## src/rtl/sgd_rd_pkg.sv

```systemverilog
// Shared constants, tags and FSM state type for the SGD HBM read master.
package sgd_rd_pkg;

  localparam logic [7:0] MEM_RD_A_TAG = 8'h0A;
  localparam logic [7:0] MEM_RD_B_TAG = 8'h0B;

  localparam int HBM_LINE_BYTES = 64;
  localparam int AXI_4K         = 4096;
  localparam int LINE_SHIFT     = 6;

  localparam logic [1:0] AXI_BURST_INCR = 2'b01;
  localparam logic [2:0] AXI_SIZE_64B   = 3'b110;

  typedef enum logic [1:0] {
    ST_IDLE,
    ST_ISSUE,
    ST_DRAIN
  } rd_state_t;

endpackage

```

## src/rtl/sgd_rd_burst_split.sv

```systemverilog
// Combinational burst sizing: min(remaining, MAX_BURST, lines left in the 4 KiB page),
// plus the address and remaining count after that burst.
module sgd_rd_burst_split
  import sgd_rd_pkg::*;
#(
  parameter int ADDR_W    = 34,
  parameter int MAX_BURST = 16
) (
  input  logic [ADDR_W-1:0] addr_i,
  input  logic [31:0]       remaining_i,
  output logic [8:0]        len_o,
  output logic [ADDR_W-1:0] next_addr_o,
  output logic [31:0]       next_remaining_o
);

  localparam logic [6:0] LINES_PER_4K = 7'(AXI_4K / HBM_LINE_BYTES);

  logic [31:0] lines_to_4k;
  logic [31:0] len32;

  assign lines_to_4k = 32'(LINES_PER_4K - {1'b0, addr_i[11:6]});

  // NOTE: every always_comb output gets a default first so no path can infer a latch.
  always_comb begin
    len32 = remaining_i;
    if (len32 > 32'(MAX_BURST)) len32 = 32'(MAX_BURST);
    if (len32 > lines_to_4k)    len32 = lines_to_4k;
  end

  assign len_o            = len32[8:0];
  assign next_addr_o      = addr_i + (ADDR_W'(len32) << LINE_SHIFT);
  assign next_remaining_o = remaining_i - len32;

endmodule

```

## src/rtl/sgd_hbm_rd_master.sv

```systemverilog
// AXI4 read initiator: splits line-granular commands into 4K-safe bursts, caps outstanding
// reads and streams tagged beats to the engine. Optional counters: SGD_RD_PERF_CNT_EN.
module sgd_hbm_rd_master
  import sgd_rd_pkg::*;
#(
  parameter int ADDR_W    = 34,
  parameter int DATA_W    = 512,
  parameter int MAX_BURST = 16,
  parameter int MAX_OUTS  = 8
) (
  input  logic              clk,
  input  logic              rst,
  input  logic              cmd_valid,
  output logic              cmd_ready,
  input  logic [ADDR_W-1:0] cmd_addr,
  input  logic [31:0]       cmd_beats,
  input  logic [7:0]        cmd_tag,
  output logic [ADDR_W-1:0] m_araddr,
  output logic [7:0]        m_arlen,
  output logic [2:0]        m_arsize,
  output logic [1:0]        m_arburst,
  output logic [5:0]        m_arid,
  output logic              m_arvalid,
  input  logic              m_arready,
  input  logic [DATA_W-1:0] m_rdata,
  input  logic [1:0]        m_rresp,
  input  logic              m_rlast,
  input  logic              m_rvalid,
  output logic              m_rready,
  output logic [DATA_W-1:0] out_data,
  output logic [7:0]        out_tag,
  output logic              out_last,
  output logic              out_valid,
  input  logic              out_ready,
  output logic              done,
  output logic              err,
  output logic [31:0]       perf_beats,
  output logic [31:0]       perf_stalls
);

  localparam int OUTS_W = $clog2(MAX_OUTS + 1);
  localparam int PTR_W  = (MAX_OUTS > 1) ? $clog2(MAX_OUTS) : 1;

  rd_state_t         state_q;
  logic [ADDR_W-1:0] addr_q, araddr_q;
  logic [31:0]       rem_q, out_rem_q;
  logic [7:0]        tag_q, arlen_q;
  logic              arvalid_q, cmd_ready_q, done_q, err_q;
  logic              out_valid_q, out_last_q;
  logic [DATA_W-1:0] out_data_q;
  logic [7:0]        out_tag_q;
  logic [OUTS_W-1:0] outs_q, outs_d;
  logic [8:0]        len_fifo_q [MAX_OUTS];
  logic [PTR_W-1:0]  wr_ptr_q, rd_ptr_q;
  logic [8:0]        r_cnt_q;

  logic              cmd_hs, ar_hs, r_hs, out_hs, rlast_hs, slot_free, rlast_bad;
  logic [ADDR_W-1:0] split_addr, split_next_addr;
  logic [31:0]       split_rem, split_next_rem;
  logic [8:0]        split_len;

  assign cmd_hs   = cmd_valid & cmd_ready_q;
  assign ar_hs    = arvalid_q & m_arready;
  assign r_hs     = m_rvalid & m_rready;
  assign out_hs   = out_valid_q & out_ready;
  assign rlast_hs = r_hs & m_rlast & (outs_q != '0);
  assign m_rready = ~rst & (~out_valid_q | out_ready);

  // While idle the splitter sizes the first burst straight from the command port.
  assign split_addr = ((state_q == ST_IDLE) ? cmd_addr : addr_q) & ~ADDR_W'(HBM_LINE_BYTES - 1);
  assign split_rem  = (state_q == ST_IDLE) ? cmd_beats : rem_q;

  sgd_rd_burst_split #(
    .ADDR_W    (ADDR_W),
    .MAX_BURST (MAX_BURST)
  ) u_split (
    .addr_i           (split_addr),
    .remaining_i      (split_rem),
    .len_o            (split_len),
    .next_addr_o      (split_next_addr),
    .next_remaining_o (split_next_rem)
  );

  always_comb begin
    outs_d = outs_q;
    if (ar_hs && !rlast_hs)      outs_d = outs_q + 1'b1;
    else if (!ar_hs && rlast_hs) outs_d = outs_q - 1'b1;
  end

  assign slot_free = (~arvalid_q | m_arready) & (outs_d < OUTS_W'(MAX_OUTS));

  // NOTE: sequential state uses non-blocking assignments so every register samples pre-edge values.
  always_ff @(posedge clk) begin
    if (rst) begin
      state_q     <= ST_IDLE;
      cmd_ready_q <= 1'b0;
      done_q      <= 1'b0;
      arvalid_q   <= 1'b0;
      araddr_q    <= '0;
      arlen_q     <= '0;
      addr_q      <= '0;
      rem_q       <= '0;
      tag_q       <= '0;
    end else begin
      done_q <= 1'b0;
      if (ar_hs) arvalid_q <= 1'b0;
      case (state_q)
        ST_IDLE: begin
          cmd_ready_q <= 1'b1;
          if (cmd_hs) begin
            tag_q <= cmd_tag;
            if (cmd_beats == 32'd0) begin
              done_q <= 1'b1;
            end else begin
              cmd_ready_q <= 1'b0;
              state_q     <= ST_ISSUE;
              araddr_q    <= split_addr;
              arlen_q     <= 8'(split_len - 9'd1);
              arvalid_q   <= 1'b1;
              addr_q      <= split_next_addr;
              rem_q       <= split_next_rem;
            end
          end
        end
        ST_ISSUE: begin
          if (rem_q != 32'd0 && slot_free) begin
            araddr_q  <= split_addr;
            arlen_q   <= 8'(split_len - 9'd1);
            arvalid_q <= 1'b1;
            addr_q    <= split_next_addr;
            rem_q     <= split_next_rem;
          end else if (ar_hs && rem_q == 32'd0) begin
            state_q <= ST_DRAIN;
          end
        end
        ST_DRAIN: begin
          if (out_hs && out_last_q) begin
            done_q      <= 1'b1;
            cmd_ready_q <= 1'b1;
            state_q     <= ST_IDLE;
          end
        end
        default: state_q <= ST_IDLE;
      endcase
    end
  end

  // NOTE: the burst-length FIFO storage has no reset; the pointers and outs_q define validity.
  always_ff @(posedge clk) begin
    if (ar_hs) len_fifo_q[wr_ptr_q] <= {1'b0, arlen_q} + 9'd1;
  end

  assign rlast_bad = m_rlast & ((outs_q == '0) | (r_cnt_q + 9'd1 != len_fifo_q[rd_ptr_q]));

  always_ff @(posedge clk) begin
    if (rst) begin
      outs_q      <= '0;
      wr_ptr_q    <= '0;
      rd_ptr_q    <= '0;
      r_cnt_q     <= '0;
      out_rem_q   <= '0;
      out_valid_q <= 1'b0;
      out_last_q  <= 1'b0;
      out_data_q  <= '0;
      out_tag_q   <= '0;
      err_q       <= 1'b0;
    end else begin
      outs_q <= outs_d;
      if (ar_hs) wr_ptr_q <= (wr_ptr_q == PTR_W'(MAX_OUTS - 1)) ? '0 : wr_ptr_q + 1'b1;
      if (cmd_hs) out_rem_q <= cmd_beats;
      else if (r_hs && out_rem_q != 32'd0) out_rem_q <= out_rem_q - 32'd1;
      if (r_hs) begin
        out_valid_q <= 1'b1;
        out_data_q  <= m_rdata;
        out_tag_q   <= tag_q;
        out_last_q  <= (out_rem_q == 32'd1);
        r_cnt_q     <= m_rlast ? 9'd0 : r_cnt_q + 9'd1;
        if (m_rresp != 2'b00 || rlast_bad) err_q <= 1'b1;
      end else if (out_ready) begin
        out_valid_q <= 1'b0;
      end
      if (rlast_hs) rd_ptr_q <= (rd_ptr_q == PTR_W'(MAX_OUTS - 1)) ? '0 : rd_ptr_q + 1'b1;
    end
  end

`ifdef SGD_RD_PERF_CNT_EN
  logic [31:0] perf_beats_q, perf_stalls_q;

  always_ff @(posedge clk) begin
    if (rst) begin
      perf_beats_q  <= '0;
      perf_stalls_q <= '0;
    end else begin
      if (out_hs) perf_beats_q <= perf_beats_q + 32'd1;
      if ((arvalid_q & ~m_arready) | (out_valid_q & ~out_ready))
        perf_stalls_q <= perf_stalls_q + 32'd1;
    end
  end

  assign perf_beats  = perf_beats_q;
  assign perf_stalls = perf_stalls_q;
`else
  assign perf_beats  = '0;
  assign perf_stalls = '0;
`endif

  assign cmd_ready = cmd_ready_q;
  assign m_araddr  = araddr_q;
  assign m_arlen   = arlen_q;
  assign m_arsize  = AXI_SIZE_64B;
  assign m_arburst = AXI_BURST_INCR;
  assign m_arid    = '0;
  assign m_arvalid = arvalid_q;
  assign out_data  = out_data_q;
  assign out_tag   = out_tag_q;
  assign out_last  = out_last_q;
  assign out_valid = out_valid_q;
  assign done      = done_q;
  assign err       = err_q;

endmodule

```

## config.mk

```make
export PLATFORM = sky130hd
export DESIGN_NAME = sgd_hbm_rd_master
export DESIGN_NICKNAME = d
export VERILOG_FILES = /design/src/rtl/sgd_rd_pkg.sv /design/src/rtl/sgd_rd_burst_split.sv /design/src/rtl/sgd_hbm_rd_master.sv
export SDC_FILE = /design/constraint.sdc
export NUM_CORES = 2
export LEC_CHECK = 0
export CAP_MARGIN = 10
export CORE_AREA = 10 10 478 480
export CTS_BUF_LIST = sky130_fd_sc_hd__clkbuf_16
export CTS_CLUSTER_SIZE = 14
export DETAILED_ROUTE_END_ITERATION = 10
export DIE_AREA = 0 0 488 490
export REMOVE_ABC_BUFFERS = 1
export SYNTH_ARGS = -nofsm -noshare
export SYNTH_HDL_FRONTEND = slang
export SYNTH_HIERARCHICAL = 1
export SYNTH_SLANG_ARGS = --single-unit
```

## constraint.sdc

```tcl
create_clock -name clk -period 14.86 [get_ports clk]
set_input_delay 2.972 -clock clk [delete_from_list [all_inputs] [get_ports clk]]
set_output_delay 2.972 -clock clk [all_outputs]
set_load 0.02 [all_outputs]
```

==> results.yml <==
routing:
  drtAntennaViolNets: 0
  route.detailed.drc: 0
  wl_per_cell_um: 25.01
  wl_final_um: 199000
  route.detailed.vias_per_inst: 3.948
  detailedRoute.firstIterationViolations: 1717
  drt_first_pass_iters: 5
  vias: 31410
power_and_ir_drop:
  switching_share_pct: 35.10
  share_comb_of_total_power_pct: 31.3
  p_per_area_mw_per_mm2: 137.1
  share_seq_of_total_power_pct: 35.3
  p_int_w: 0.004553
  power.clock.fraction_pct: 33.4
  psw_w: 0.002463
  p_leak_nw: 18.14
  vdd_drop_max_uv: 106.4
global_route:
  antenna_violations_before_repair: 92
  grt_remaining_overflow: 0
  grt_max_degree: 170
  grt_first_pass_wirelength_um: 267000
  gr-max-usage-layer: "met2"
  use_met2_pct: 27.87
  grt_pass1_vias: 31070
  groute.layer.met1.usage_pct: 18.13
  grt_use_total_pct: 15.79
  grt_util_met3_pct: 5.763
clocking:
  post_cts_resize_count: 0
  hold_buffers: 0
  path_clk_slew_ps: 60
  postCtsSetupRepairBufs: 0
  tritoncts.num_buffers: 96
  ctsLongestPathBuffers: 3
  cts_max_level: 3
  cts_tree: "done"
  insertion_delay_ps: 720
  clock-root-buffer: "sky130_fd_sc_hd__clkbuf_16"
  cts.sinks: 758
sta:
  final-hold-violation-count: 0
  fmaxAchievable_mhz: 112.5
  final_period_minus_worst_setup_slack_ps: 8886
  setup_viol: 0
  finalSetupTns_ps: 0
  timing.clock.skew_ps: 29.24
  final_max_slew_violation_count: 0
  worst_pin_slew_ps: 1112
  post-route-period-util_pct: 59.80
  max-slew-margin-rel_pct: 25.87
  grt_setup_unrepaired: "false"
die:
  die_w_um: 488
  core-area_mm2: 0.2189
  initial_core_util_pct: 15.45
  rows: 172
  die_y_extent_um: 490
  design.portCount: 1239
  die-area_mm2: 0.2391
outcome:
  run_status: "finished, final reports clean"
yosys:
  syn_area_mm2: 0.03381
  postSynthCellCount: 3926
  postSynthAreaPerCell_um2: 8.611
  synthesis.yosys.warnings: 6
finish:
  design_area_mm2: 0.05117
  design.final.nets: 5674
  area_growth_syn_to_fin_pct: 51.35
  filler_instances: 23680
  post_route_cells_drive_above_1_share_pct: 5.595
worst_setup_path:
  endpoint_kind: "register"
  critPathLaunchType: "input port"
  worst_path_max_delay_cell: "sky130_fd_sc_hd__o21ai_0"
  critical_path_class: "in -> reg"
  worstPathArrival_ps: 9460
  cpPeakStageDelay_ps: 660
  critical-path-top-cell-by-count: "sky130_fd_sc_hd__o21ai_0"
  critPathRequiredTime_ps: 15430
  crit_path_max_fanout: 8
min_path:
  timing.hold.worst.class: "reg -> reg"
place:
  hpwl_um: 162800
  dpl-instance-area_mm2: 0.04802
  port-buffer-count: 1151
  gpl.final_weighted_congestion: 0.9597
run:
  drv.max_cap_violation_count: 0
critical path: cells and delay by family:
kind                       cells  cell delay, ps
AOI/OAI and AO/OA             12            2460
and+or+nand+nor                9            2100
adders and majority gates      3             990
buffers and inverters          2             550
muxes                          1             360
through the flow:
| stage | setup slack, ps | hold slack (ps) | total power [W] | utilization, % | std cells |
|---|---|---|---|---|---|
| final | 5974 | 448.9 | 0.007016 | 23.38 | 7956 |
| after global routing | 5502 | 467.5 | 0.007417 | 23.37 | 7948 |
| after CTS | 6106 | 451.2 | 0.007144 | 23.37 | 7947 |
| after detailed placement | 5322 | 442.9 | 0.004727 | 21.94 | 7770 |
| after global placement | 5249 | 442.1 | 0.004708 | 21.94 | 7770 |
| after floorplan | -50140 | 423.3 | 0.003893 | - | 3726 |
routing by layer:
| metal | vias up | wire (um) |
|---|---|---|
| li1 | 15170 | - |
| met1 | 14760 | 78560 |
| met2 | 1160 | 97180 |
| met3 | 285 | 18150 |
| met4 | 32 | 4895 |
| met5 | - | 187 |
cells in the final DEF (no fill, tap or decap), drive strengths merged, types with 39 or more instances in the layout:
cell           instances
clkdlybuf4s50       1150
nand2                721
dfxtp                686
o21ai                566
nand2b               531
nor2                 171
a21oi                144
conb                 128
clkbuf                96
xnor2                 80
ha                    80
inv                   79
nor3                  75
edfxtp                72
mux2                  63
nor4                  44
a211oi                41
clkinv                39
cell type report:
type | instances | area, um^2 | share of cell area, %
clock inverters | 81 | 720.7 | 1.409
repair buffers | 1173 | 11720 | 22.90
diodes | 9 | 22.52 | 0.04402
multi-input cells | 2919 | 16630 | 32.51
flip-flops and latches | 758 | 15900 | 31.07
inverters | 49 | 183.9 | 0.3595
well taps | 2871 | 3592 | 7.021
clock buffers | 96 | 2402 | 4.695
registers in the layout, indices dropped and copies added, names as in the netlist, 2 cells and up, named ones only:
signal and flops:
out_data 512, out_rem_q 32, len_fifo_q 72, m_araddr 28, state_q 2, r_cnt_q 9
outs_q 4, tag_q 8, out_tag 8, addr_q 28, wr_ptr_q 3, m_arlen 8
rem_q 32, rd_ptr_q 3
power groups by stage:
stage | registers [W] | logic, W | clock network (W)
floorplan | 0.00265 | 0.00124 | 0
global placement | 0.00251 | 0.00220 | 0
detailed placement | 0.00252 | 0.00221 | 0
CTS | 0.00248 | 0.00222 | 0.00244
global route | 0.00251 | 0.00240 | 0.00251
finish | 0.00248 | 0.00220 | 0.00234
final timing paths:
check / start / endpoint / depth (start not counted) / slack [ps]
setup / recovery: cmd_beats[7] / addr_q[22] / 27 / 5970
hold / removal: addr_q[6] / addr_q[6] / 2 / 450
setup reg to reg: state_q[1] / addr_q[22] / 28 / 7380
hold reg to reg: addr_q[6] / addr_q[6] / 2 / 450
Power figures use the tool's default switching activity.
